`config.mk`:
```
export PLATFORM = sky130hd
export DESIGN_NAME = mult_sequencer
export DESIGN_NICKNAME = d
export VERILOG_FILES = /design/src/rtl/mult_sequencer.sv
export SDC_FILE = /design/constraint.sdc
export NUM_CORES = 1
export LEC_CHECK = 0
export BUFFER_PORTS_ARGS = -buffer_cell sky130_fd_sc_hd__buf_2
export CAP_MARGIN = 15
export CORE_UTILIZATION = 40
export DETAILED_ROUTE_END_ITERATION = 12
export GPL_TIMING_DRIVEN = 0
export PLACE_DENSITY = 0.67
export SLEW_MARGIN = 30
export SYNTH_ARGS = -nofsm -noshare
export SYNTH_HDL_FRONTEND = slang
export SYNTH_SLANG_ARGS = --single-unit
```
`constraint.sdc`:
```
create_clock -name Clk -period 4.56 [get_ports Clk]
set_clock_uncertainty 0.05 [all_clocks]
set_input_delay 0.456 -clock Clk [delete_from_list [all_inputs] [get_ports Clk]]
set_output_delay 0.456 -clock Clk [all_outputs]
set_load 0.02 [all_outputs]
```
`src/rtl/mult_sequencer.sv`:
```
// ---------------------------------------------------------------------------
// mult_sequencer
//
// Control and register block for signed 8x8 shift-add multiplication using an
// external 9-bit ripple add/subtract unit. Holds multiplier B, accumulator
// X:A and latched multiplicand M, and walks eight ADD/SHIFT iterations.
// The 16-bit two's-complement product ends up in {A,B}, with X as its sign.
//
// Ports:
//   Clk           in   system clock, rising edge
//   Reset         in   synchronous active-high reset, clears all state
//   Run           in   level start request, sampled in IDLE
//   ClearA_LoadB  in   in IDLE: clear X:A, load B from Din (priority over Run)
//   Din     [7:0] in   switch operand input
//   add_x   [8:0] out  adder operand 1 = {A[7],A}
//   add_y   [8:0] out  adder operand 2 = {M[7],M}
//   add_fn        out  adder function: 0 = add, 1 = subtract (x - y)
//   add_s   [8:0] in   combinational adder result
//   Aval    [7:0] out  accumulator A (product high byte)
//   Bval    [7:0] out  B register (product low byte)
//   Xval          out  sign-extension bit X
//   busy          out  high in ADD/SHIFT
//   done          out  high in DONE
//
// Build option:
//   MULT_SKIP_ZERO_EN  when defined, an ADD step with B[0]=0 performs the
//                      shift in the same cycle (variable 9..17 cycle latency).
// ---------------------------------------------------------------------------
module mult_sequencer (
    input  logic       Clk,
    input  logic       Reset,
    input  logic       Run,
    input  logic       ClearA_LoadB,
    input  logic [7:0] Din,
    output logic [8:0] add_x,
    output logic [8:0] add_y,
    output logic       add_fn,
    input  logic [8:0] add_s,
    output logic [7:0] Aval,
    output logic [7:0] Bval,
    output logic       Xval,
    output logic       busy,
    output logic       done
);

    localparam logic [1:0] S_IDLE  = 2'd0;
    localparam logic [1:0] S_ADD   = 2'd1;
    localparam logic [1:0] S_SHIFT = 2'd2;
    localparam logic [1:0] S_DONE  = 2'd3;

    logic [1:0] r_state;
    logic       r_x;
    logic [7:0] r_a;
    logic [7:0] r_b;
    logic [7:0] r_m;
    logic [2:0] r_cnt;

    logic       w_last;
    logic [7:0] w_a_shift;
    logic [7:0] w_b_shift;

    // Arithmetic right shift of {X,A,B}: X is replicated into A[7], A[0]
    // falls into B[7], B[0] is consumed.
    assign w_last    = (r_cnt == 3'd7);
    assign w_a_shift = {r_x, r_a[7:1]};
    assign w_b_shift = {r_a[0], r_b[7:1]};

    always_ff @(posedge Clk) begin
        if (Reset) begin
            r_state <= S_IDLE;
            r_x     <= 1'b0;
            r_a     <= '0;
            r_b     <= '0;
            r_m     <= '0;
            r_cnt   <= '0;
        end else begin
            case (r_state)
                S_IDLE: begin
                    if (ClearA_LoadB) begin
                        r_x <= 1'b0;
                        r_a <= '0;
                        r_b <= Din;
                    end else if (Run) begin
                        r_x     <= 1'b0;
                        r_a     <= '0;
                        r_m     <= Din;
                        r_cnt   <= '0;
                        r_state <= S_ADD;
                    end
                end

                S_ADD: begin
`ifdef MULT_SKIP_ZERO_EN
                    if (r_b[0]) begin
                        {r_x, r_a} <= add_s;
                        r_state    <= S_SHIFT;
                    end else begin
                        // Nothing to add: fold this iteration's shift in here.
                        r_a <= w_a_shift;
                        r_b <= w_b_shift;
                        if (w_last) begin
                            r_state <= S_DONE;
                        end else begin
                            r_cnt   <= r_cnt + 3'd1;
                            r_state <= S_ADD;
                        end
                    end
`else
                    if (r_b[0]) begin
                        {r_x, r_a} <= add_s;
                    end
                    r_state <= S_SHIFT;
`endif
                end

                S_SHIFT: begin
                    r_a <= w_a_shift;
                    r_b <= w_b_shift;
                    if (w_last) begin
                        r_state <= S_DONE;
                    end else begin
                        r_cnt   <= r_cnt + 3'd1;
                        r_state <= S_ADD;
                    end
                end

                S_DONE: begin
                    if (!Run) begin
                        r_state <= S_IDLE;
                    end
                end

                default: r_state <= S_IDLE;
            endcase
        end
    end

    // The last iteration weighs the multiplier's sign bit, so it subtracts.
    assign add_x  = {r_a[7], r_a};
    assign add_y  = {r_m[7], r_m};
    assign add_fn = (r_state == S_ADD) && w_last;

    assign Aval = r_a;
    assign Bval = r_b;
    assign Xval = r_x;
    assign busy = (r_state == S_ADD) || (r_state == S_SHIFT);
    assign done = (r_state == S_DONE);

endmodule

```
; Yosys cells after proc, flatten, opt, wreduce, memory -nomap -nowiden
; Index checks and enable logic that the tools add are counted.
[totals]
register_bits = 30
wordCells = 50
[op_classes]
addsub = 1
n_eq_ne = 11
mux = 19
n_bitwise = 1
reduce_logical = 12
[op_table]
columns = operator, n
row1 = 2-to-1 mux 8 bit, 4
row2 = case mux 8 bit (3 select lines), 1
row3 = case mux 8 bit (2 select lines), 1
row4 = != test 2 bit (second input constant), 6
row5 = AND reduction 3 bit, 4
row6 = 2-to-1 mux 3 bit, 3
row7 = 2-to-1 mux 2 bit, 4
row8 = case mux 2 bit (4 select lines), 1
row9 = case mux 3 bit (2 select lines), 1
row10 = == test 2 bit (second input constant), 2
row11 = AND reduction 4 bit, 1
row12 = nonzero test 2 bit, 2
row13 = adder 3 x 1 -> 3 bit (second input constant), 1
row14 = == test 3 bit (second input constant), 1
row15 = 2-to-1 mux 1 bit, 3
row16 = != test 3 bit (second input constant), 1
row17 = nonzero test 3 bit, 1
row18 = == test 2 x 1 -> 1 bit (second input constant), 1
row19 = zero test 2 bit, 1
row20 = case mux 1 bit (2 select lines), 1
row21 = AND reduction 2 bit, 1
row22 = logical AND 1 bit, 1
row23 = logical OR 1 bit, 1
row24 = inverter 1 bit, 1

; Longest topological paths before layout
[logic_depth]
word_depth = 3
depth_mapped = 6
depth_no_buf = 5

; Worst setup path before layout
; OpenSTA, ideal clock, no wires.
[synth_timing]
path_kind = reg-to-reg
start = register r_state[0]
end = register r_a[0], in the netlist Aval[0]
arrival_ns = 1.484
t_required_ns = 4.391
path_slack_ns = 2.907
path_stages_with_launch = 7
path_buffers = 1
period_less_slack_ns = 1.653
path_cell_list = dfxtp_1 inv_1 ha_1 nor3b_1 or3_1 buf_6 mux2i_1
[synth_via]
elab_chain_len = 3
elab_cells_between_ends = 8
[synth_lines]
columns = item, line
row1 = "start, declared", 51  ; logic [1:0] r_state;
row2 = "start signal, assigned", 70  ; r_state <= S_IDLE;
row3 = "start signal, assigned", 88  ; r_state <= S_ADD;
row4 = "start signal, assigned", 112  ; r_state <= S_SHIFT;
row5 = "== test 2 x 1 -> 1 bit, or another cell as far along", 77  ; case (r_state)
row6 = "!= test 2 bit (no line), or another cell as far along", -
row7 = AND reduction 3 bit (no line), -
row8 = "end signal, assigned", 110  ; {r_x, r_a} <= add_s;
row9 = "end signal, assigned", 117  ; r_a <= w_a_shift;
row10 = "end, declared", 53  ; logic [7:0] r_a;
; Parallel ways exist; a longest one is shown, timed or not.
; A chain may end at the register's enable or synchronous reset.

; Final worst setup path
[layout_timing]
start = register r_state[1]
end = output port add_fn
[layout_via]
elab_chain_len = 2
[layout_lines]
columns = item, line
row1 = == test 2 x 1 -> 1 bit, 141  ; assign add_fn = (r_state == S_ADD) && w_last;
row2 = logical AND 1 bit, 141
row3 = "end, declared", 37  ; output logic add_fn,
; No other way between the ends.

==> run_results.csv <==
group,metric,value,unit
synthesis,seq_area_frac_synth,0.381,
synthesis,synthFlopType,"dfxtp_1",
drt,dr.pass1.iters,4,
cts,cts_max_level,2,
critical_path,r2r_slack,2.71,ns
sta,fin_tns_setup,0,ns
critical_path,crit_path_start,"r_state[1]",
synthesis,synth_commonest_cells,"dfxtp_1, mux2i_1, nand2_1, nor2_1, buf_4",
global_routing,antenna_found_initial,0,
global_routing,grt_use_total,0.170,
floorplanning,num_rows,22,
run,cap_violations,0,
synthesis,synth_top_area_frac,0.381,
cts,cts_resized,0,
critical_path,r2r-end,"Aval[1]",
synthesis,syn-num-nets,193,
pwr,power_density,484,nW/um^2
pwr,static-leakage-power,0.00101,uW
sta,setup_slack,2.39,ns
critical_path,start_kind,"register",
synthesis,synth_edf_count,0,
global_routing,grt_pass1_vias,1226,
critical_path,path_max_fanout,10,
cts,clk_path_buf_depth,2,
synthesis,synth_area,1580,sq um
floorplanning,core_region_area,3720,sq um
finish,fillCellCount,364,
critical_path,timing.critical_path.to,"add_fn",
min_path,hold_depth,3,
synthesis,ys_types,31,
finish,num-nets-final,257,
sta,hold_viol_final,0,
synthesis,synthTopCellsByArea,"dfxtp_1, mux2i_1, ha_1",
critical_path,cp-end-kind,"primary output",
run_status,status,"finished clean",
synthesis,yosysMostFrequentCell,"dfxtp_1",
floorplanning,die_area,4200,sq um
global_routing,grt_max_degree,11,
synthesis,syn_inst,164,
critical_path,cp.required,4.05,ns
sta,worst_pin_slew,0.456,ns
drt,wirelength,3370,um
min_path,min-delay-path-class,"in -> reg",
global_routing,grt-ovfl-total,0,
placement,pre_cts_slack,2.65,ns
synthesis,yosys_warnings,0,
drt,via_per_inst,4.92,
floorplanning,die_x,64.8,um
pwr,ir_worst_vdd,0.310,mV
finish,num_antenna_cells,0,
finish,final_util,0.539,
sta,finalSetupViolCount,0,
finish,drive_gt1_frac,0.408,
finish,multiInputGateArea,823,sq um
critical_path,r2r-start,"r_state[0]",
sta,rsz0062_at_grt,"false",
floorplanning,start_util,0.425,
sta,fin_crit_sh,0.475,
placement,gp_congestion,0.808,
critical_path,critPathArrivalTime,1.66,ns
sta,drv_slew,0,
cts,numCtsBuffers,5,
synthesis,ys_ff_latch,30,
drt,drc,0,
floorplanning,io_pins,59,
placement,dp.final_hpwl,2410,um
cts,clk_pin_slew,0.07,ns
finish,ff_latch_area,601,sq um
placement,numPortBuffers,57,
drt,drt-wirelength-per-cell,12.2,um
cts,clk_latency,0.28,ns
critical_path,critical_path_class,"reg -> out",
floorplanning,die_y,64.8,um
drt,vias,1359,
sta,max-slew-margin-rel,0.696,
synthesis,syn_area_per_cell,9.62,sq um
cts,ctsHoldBuffers,0,
cts,cts_sinks,30,
synthesis,ys_async_sr_fraction,0,
cts,cts_setup_buffers,0,
drt,ant_nets,0,
sta,max_freq,462,MHz
cts,cts-root-buf,"clkbuf_8",
critical_path,r2r_cells,6,
drt,drt_iter0_drc,42,
synthesis,synth_top_area_cell,"dfxtp_1",
sta,fin_crit,2.17,ns
global_routing,grt_pass1_wl,5460,um
cts,cts_tree,"yes",
finish,syn_to_final_growth,26.9,%
-- registers in the layout, summed over array words and instances, names as in the netlist --
name and cells:
r_m 8, r_cnt 3, Aval 8, Xval 1
Bval 8, r_state 2
-- cell usage in the layout, fill, tap and decap left out, types with 4 or more instances in the layout --
| master | instances |
|---|---|
| buf_4 | 11 |
| clkbuf_8 | 5 |
| ha_1 | 8 |
| a22o_2 | 8 |
| buf_2 | 61 |
| nor2_1 | 17 |
| nand3_1 | 4 |
| dfxtp_1 | 30 |
| mux2i_1 | 28 |
| a211oi_1 | 8 |
| nand2_1 | 20 |
-- how the worst min path moves through the flow --
stage	startpoint	end
after floorplan	r_cnt[1]	r_cnt[1]
after global placement	r_cnt[2]	r_cnt[2]
after detailed placement	r_cnt[1]	r_cnt[1]
after CTS	Din[6]	r_m[6]
after global routing	Din[2]	r_m[2]
final	Din[2]	r_m[2]
-- worst max-delay path, cell delays in order, from the launching register on --
cell and delay [ns]:
dfxtp_1 0.33, inv_1 0.16, ha_1 0.17, clkbuf_1 0.35
and2_1 0.21, buf_2 0.16
-- power by group --
part           switching (uW)  internal, uW
Sequential               35.4           306
Clock                    96.6           102
Combinational             242           186
-- area by class of cell --
cell class | instances | area share
sequential | 30 | 0.300
multi-input combinational | 111 | 0.411
inverter | 3 | 0.00563
timing repair buffer | 57 | 0.143
clock inverter | 2 | 0.00500
clock buffer | 5 | 0.0344
buffer | 20 | 0.0713
tap | 48 | 0.0300
-- cells by family after synthesis --
logic type | count (synthesis) | share of synthesized area
adders and majority gates | 8 | 0.0634
buffers and inverters | 23 | 0.0975
and+or+nand+nor | 51 | 0.145
DFF | 30 | 0.381
AOI/OAI and AO/OA | 23 | 0.128
muxes | 29 | 0.185
-- through the flow --
step | hold slack, ns | area (sq um) | std cells | power (uW)
finish | 0.374 | 2000 | 276 | 968
floorplan | 0.388 | 1580 | 164 | 668
global route | 0.389 | 2000 | 276 | 1030
detailed placement | 0.407 | 1920 | 269 | 777
CTS | 0.375 | 2000 | 276 | 976
global placement | 0.399 | 1920 | 269 | 775
-- routing by layer --
metal,share of wire,GRT usage,vias up
met5,0,0,-
met4,0.0053,0.0417,0
met3,0.077,0.0563,2
met2,0.44,0.283,56
met1,0.48,0.208,609
li1,-,-,692
Note: power is estimated with default switching activity, not from simulation.
